<file path="src/rtl/a600_fastram_ctrl.sv">
// a600_fastram_ctrl: 68000 FastRAM controller for 1/2/4 x 2MB DRAM banks
// with CBR refresh backlog and Zorro II autoconfig.
module a600_fastram_ctrl #(
  parameter int         NUM_BANKS     = 4,
  parameter int         MA_WIDTH      = 10,
  parameter int         RFSH_INTERVAL = 108,
  parameter logic [3:0] PROD_ID       = 4'h3
) (
  input  logic                 cpu_clk,
  input  logic                 cpu_nreset,
  input  logic [23:1]          cpu_a,
  input  logic [3:0]           cpu_d_in,
  output logic [3:0]           cpu_d_out,
  output logic                 cpu_d_oe,
  input  logic                 cpu_nas,
  input  logic                 cpu_nlds,
  input  logic                 cpu_nuds,
  input  logic                 cpu_rnw,
  input  logic                 cfg_en,
  output logic [NUM_BANKS-1:0] dram_nras,
  output logic                 dram_nlcas,
  output logic                 dram_nucas,
  output logic [MA_WIDTH-1:0]  dram_ma,
  output logic                 rfsh_busy
);

  typedef enum logic [2:0] {
    IDLE, ROW, COL, PRE, CBR1, CBR2, CBR3
  } state_t;

  localparam int TW = $clog2(RFSH_INTERVAL + 1);
  localparam logic [TW-1:0] T_INIT = TW'(RFSH_INTERVAL);
  localparam logic [TW-1:0] T_LOAD = TW'(RFSH_INTERVAL - 1);
  localparam logic [3:0] NB = 4'(NUM_BANKS);
  localparam logic [3:0] SIZE =
    (NUM_BANKS == 1) ? 4'h6 : (NUM_BANKS == 2) ? 4'h7 : 4'h0;
  localparam logic [NUM_BANKS-1:0] BANK_ONE = NUM_BANKS'(1);

  state_t                 state;
  logic [NUM_BANKS-1:0]   ras_q;
  logic                   cbr_cas_n;
  logic [TW-1:0]          tmr;
  logic [1:0]             backlog;
  logic [1:0]             backlog_nx;
  logic [2:0]             base;
  logic                   configured;
  logic                   autoconf_on;
  logic                   wr_seen;

  logic                   expire;
  logic                   take_rf;
  logic [3:0]             off;
  logic                   hit;
  logic                   ac_sel;
  logic                   ac_wr;
  logic [5:0]             reg_a;
  logic [3:0]             nib;
  logic                   acc;
  logic                   unused;

  assign unused = cpu_d_in[0];

  // Base A20 is dropped; extra top bit keeps wrap-around from aliasing
  assign off = {1'b0, cpu_a[23:21]} - {1'b0, base};
  assign hit = configured & (off < NB);

  assign ac_sel = autoconf_on & cfg_en & (cpu_a[23:16] == 8'hE8);
  assign reg_a  = cpu_a[6:1];
  assign ac_wr  = ac_sel & ~cpu_nas & ~cpu_rnw & ~wr_seen;

  always_comb begin
    nib = 4'hF;
    unique case (reg_a)
      6'h00:                         nib = 4'hE;
      6'h01:                         nib = SIZE;
      6'h04:                         nib = ~PROD_ID;
      6'h02, 6'h03, 6'h08,
      6'h09, 6'h0A, 6'h0B:           nib = 4'hE;
      6'h20, 6'h21:                  nib = 4'h0;
      default:                       nib = 4'hF;
    endcase
  end

  assign cpu_d_oe  = ac_sel & cpu_rnw & ~cpu_nas;
  assign cpu_d_out = cpu_d_oe ? nib : 4'hF;

  assign expire  = (tmr == '0);
  assign take_rf = (state == IDLE) & cpu_nas & (backlog != 2'd0);

  always_comb begin
    backlog_nx = backlog;
    if (expire && !take_rf && backlog != 2'd3)
      backlog_nx = backlog + 2'd1;
    else if (!expire && take_rf)
      backlog_nx = backlog - 2'd1;
  end

  always_ff @(posedge cpu_clk or negedge cpu_nreset) begin
    if (!cpu_nreset) begin
      state       <= IDLE;
      ras_q       <= '1;
      cbr_cas_n   <= 1'b1;
      tmr         <= T_INIT;
      backlog     <= 2'd0;
      base        <= 3'd0;
      configured  <= 1'b0;
      autoconf_on <= 1'b1;
      wr_seen     <= 1'b0;
    end else begin
      tmr     <= expire ? T_LOAD : tmr - TW'(1);
      backlog <= backlog_nx;

      unique case (state)
        IDLE: begin
          if (!cpu_nas && hit) begin
            state <= ROW;
            ras_q <= ~(BANK_ONE << off[2:0]);
          end else if (take_rf) begin
            state     <= CBR1;
            cbr_cas_n <= 1'b0;
          end
        end
        ROW: state <= COL;
        COL: begin
          if (cpu_nas) begin
            state <= PRE;
            ras_q <= '1;
          end
        end
        PRE: state <= IDLE;
        CBR1: begin
          state <= CBR2;
          ras_q <= '0;
        end
        CBR2: begin
          state     <= CBR3;
          ras_q     <= '1;
          cbr_cas_n <= 1'b1;
        end
        CBR3: state <= IDLE;
        default: state <= IDLE;
      endcase

      if (cpu_nas)
        wr_seen <= 1'b0;
      else if (!cpu_rnw)
        wr_seen <= 1'b1;

      if (ac_wr && reg_a == 6'h24) begin
        base        <= cpu_d_in[3:1];
        configured  <= 1'b1;
        autoconf_on <= 1'b0;
      end else if (ac_wr && reg_a == 6'h26) begin
        autoconf_on <= 1'b0;
      end
    end
  end

  // /AS rising releases the strobes without waiting for the clock
  assign acc = (state == ROW) | (state == COL);
  assign dram_nras = ras_q | {NUM_BANKS{cpu_nas & acc}};
  assign dram_nlcas = (state == COL) ? (cpu_nlds | cpu_nas) : cbr_cas_n;
  assign dram_nucas = (state == COL) ? (cpu_nuds | cpu_nas) : cbr_cas_n;
  assign dram_ma = (state == COL) ? cpu_a[MA_WIDTH:1]
                                  : cpu_a[MA_WIDTH+10:11];
  assign rfsh_busy = (state == CBR1) | (state == CBR2) | (state == CBR3);

endmodule
</file>
<file path="config.mk">
export PLATFORM = sky130hd
export DESIGN_NAME = a600_fastram_ctrl
export DESIGN_NICKNAME = d
export VERILOG_FILES = /design/src/rtl/a600_fastram_ctrl.sv
export SDC_FILE = /design/constraint.sdc
export NUM_CORES = 1
export LEC_CHECK = 0
export BUFFER_PORTS_ARGS = -buffer_cell sky130_fd_sc_hd__buf_2
export CAP_MARGIN = 10
export CORE_UTILIZATION = 44
export CTS_CLUSTER_SIZE = 14
export DETAILED_ROUTE_END_ITERATION = 6
export PLACE_DENSITY_LB_ADDON = 0.25
export SYNTH_ARGS = -nofsm -noshare
export SYNTH_HDL_FRONTEND = slang
export SYNTH_SLANG_ARGS = --single-unit
</file>
<file path="constraint.sdc">
create_clock -name cpu_clk -period 5.6 [get_ports cpu_clk]
set_input_delay 0.56 -clock cpu_clk [delete_from_list [all_inputs] [get_ports cpu_clk]]
set_output_delay 0.56 -clock cpu_clk [all_outputs]
set_load 0.02 [all_outputs]
</file>
==> results_dict.tcl <==
set metrics [dict create \
    status "finished clean" \
    dp_hpwl_um 2440 \
    cpPeakStageDelay_ns 0.82 \
    drt_first_pass_iters 4 \
    synth-xor-area-share_pct 4.57 \
    p_leak_uw 0.000821 \
    coreArea_mm2 0.00334 \
    pre_cts_slack_ns 3.04 \
    clock.fmax_mhz 355 \
    met3_length_um 96 \
    routabilityCongestion 0.826 \
    cts_tree "done" \
    fin_area_mm2 0.00185 \
    cts_num_sinks 23 \
    crit_fanout 15 \
    drt_iter0_drc 38 \
    setup_slack_ns 2.78 \
    start_util_pct 46.0 \
    dpl_cell_area_mm2 0.00182 \
    grt_usage_pct 18.2 \
    grt_setup_unrepaired "no" \
    seqPwrFrac_pct 40.1 \
    avgSynthCellArea_um2 9.65 \
    synth_simple_gate_area_share_pct 27.1 \
    vdd_drop_max_uv 145 \
    die_w_um 61.0 \
    antenna_found_initial 0 \
    fin_crit_ns 2.82 \
    area_delta_synth_final_pct 20.7 \
    fin_crit_sh_pct 50.3 \
    setup_tns_ns 0 \
    wl_met1_um 1370 \
    grt_pass1_wl_um 5090 \
    vias 1280 \
    pin_count 56 \
    intPower_uw 375 \
    netSwitchingFraction_pct 40.1 \
    avgRoutedWirePerCell_um 11.6 \
    n_antenna_cell 0 \
    synth_cells 159 \
    hold_viol_final 0 \
    cts_setup_buffers 0 \
    crit_type "reg2out" \
    cts_buffers 3 \
    io_buffers 54 \
    end_kind "output port" \
    switching_power_uw 251 \
    postRouteAntennaNets 0 \
    gr-total-overflow 0 \
    drc 0 \
    hold_path.class "in2async" \
    finalClockSkew_ns 0.00188 \
    ys_ff_latch 23 \
    maxSlewViolCount 0 \
    ys_seq_area_share_pct 38.3 \
    dieArea_mm2 0.00373 \
    drv_cap 0 \
    yosysUniqueCellTypes 37 \
    cp-start-kind "flip-flop" \
    syn_area_mm2 0.00153 \
    cp.required_ns 5.04 \
    crit_slowest_cell "nor3b_2" \
    synth_fp_nets 198 \
    grt_max_degree 24 \
    power-per-cell-area_mw_per_mm2 338 \
    cts.path.max_buffers 2 \
    top_layer "met4" \
    fp-row-count 21 \
    fin_nets 250 \
    cts_hold_buf 0 \
    finalSetupViolCount 0 \
    yosys_warnings 0 \
    synth_top_family_by_area "simple AND/OR/NAND/NOR gates" \
    die_h_um 61.0 \
    p_clk_share_pct 12.0 \
    first_global_vias 1216 \
    synth-compound-area-share_pct 8.08 \
    vias_per_cell 5.00 \
    slew_headroom_pct 38.4 \
    crit_chain "nor3b_2 > mux2_2 > buf_2" \
    cts-root-buf "clkbuf_4" \
    clk_pin_slew_ns 0.12 \
    arrival_ns 2.26 \
    ctsResizeCount 0 \
    p_comb_share_pct 47.9 \
    synth_fa_ha_area_share_pct 4.57 \
    drive_gt1_share_pct 44.3 \
    synth_mux_area_share_pct 12.5 \
    async_flop_share_pct 100 \
    synth_top_flop_cell "dfrtp_1" \
    routed-wl-met2_um 1480 \
    routed_wl_um 2970 \
    htreeDepth 1 \
    clkLatencyLatePin_ns 0.30 \
    synth-edff-count 0 \
    worst_slew_pin_slew_ns 0.920 \
]
==> layout by cell type (no fill, tap or decap), types with 7 or more instances in the layout <==
cell / instances
nor2_1: 12
nand2b_1: 7
nand2_1: 13
inv_1: 10
mux2_2: 17
buf_2: 54
nor3_1: 8
dfrtp_1: 13
o21ai_0: 11
dfstp_2: 10
==> power groups by stage <==
stage | sequential [uW] | combinational (uW) | clock (uW)
final | 251 | 300 | 75.0
after global routing | 258 | 338 | 86.5
after CTS | 252 | 304 | 79.4
after detailed placement | 254 | 303 | 0
after global placement | 250 | 296 | 0
after floorplan | 227 | 249 | 0
==> cells by family (layout without fill, tap and decap cells) <==
| kind of cell | count (synthesis) | in the layout |
|---|---|---|
| compound gates | 22 | 22 |
| xor+xnor | 8 | 8 |
| buf+inv | 17 | 68 |
| fa+ha+maj | 5 | 5 |
| flops | 23 | 23 |
| simple gates | 67 | 67 |
| mux | 17 | 17 |
==> layer usage <==
metal  GRT usage (%)  vias to the layer above
met5               0                        -
li1                -                      650
met1            22.7                      592
met4            4.87                        0
met3            2.52                        2
met2            32.8                       36
==> final cells by class <==
class / instances / area, um^2
Sequential cell: 23 / 588
Clock buffer: 3 / 22.5
Clock inverter: 1 / 5.00
Timing Repair Buffer: 54 / 270
Tap cell: 46 / 57.6
Multi-Input combinational cell: 119 / 871
Inverter: 10 / 37.5
Fill cell: 325 / 1490
==> cell usage after synthesis (all sizes together), types with 2 or more instances <==
cell type,n,area (um^2)
a21oi,6,30.0
nor2b,3,18.8
and4bb,2,25.0
nand2,13,48.8
ha,4,50.1
xor2,5,43.8
o21ai,11,55.1
buf,6,32.5
inv,10,37.5
nor3b,5,42.5
or3,3,18.8
nand2b,7,43.8
dfstp,10,263
or3b,2,17.5
or2,4,25.0
xnor2,3,26.3
mux2,17,191
nand3,2,10.0
nor2,12,45.0
nor3,8,40.0
dfrtp,13,325
==> stage by stage <==
step	utilization (%)	hold slack, ns	instances	power [uW]
6_report	55.5	0.204	256	626
5_1_grt	55.5	0.222	256	683
4_1_cts	55.5	0.206	256	635
3_5_place_dp	54.7	0.450	252	558
3_3_place_gp	54.7	0.441	252	547
2_1_floorplan	-	0.264	159	476
==> final timing paths <==
kind	start	endpoint	slack (ns)	depth (start not counted)
max in group asynchronous	cpu_nreset	tmr[2]$_DFF_PN1_	5.04	1
max	state[1]$_DFFE_PN0P_	dram_ma[7]	2.78	3
max reg2reg	base[0]$_DFFE_PN0P_	ras_q[3]$_DFFE_PN1P_	3.38	7
min in group cpu_clk	cpu_rnw	wr_seen$_DFFE_PN0P_	0.42	2
min reg2reg	tmr[0]$_DFF_PN0_	tmr[0]$_DFF_PN0_	0.46	1
min	cpu_nreset	base[1]$_DFFE_PN0P_	0.20	1
==> registers in the layout, summed over array words and instances (netlist names), 2 cells and up <==
name	count
state	3
base	3
ras_q	4
backlog	2
tmr	7
==> critical path, delay by kind of cell, from the launching register on <==
kind | cells | cell delay, ns
simple gates | 1 | 0.82
mux | 1 | 0.42
buf+inv | 1 | 0.16
flops | 1 | 0.56
No activity file was read; power rests on OpenSTA's default activity.
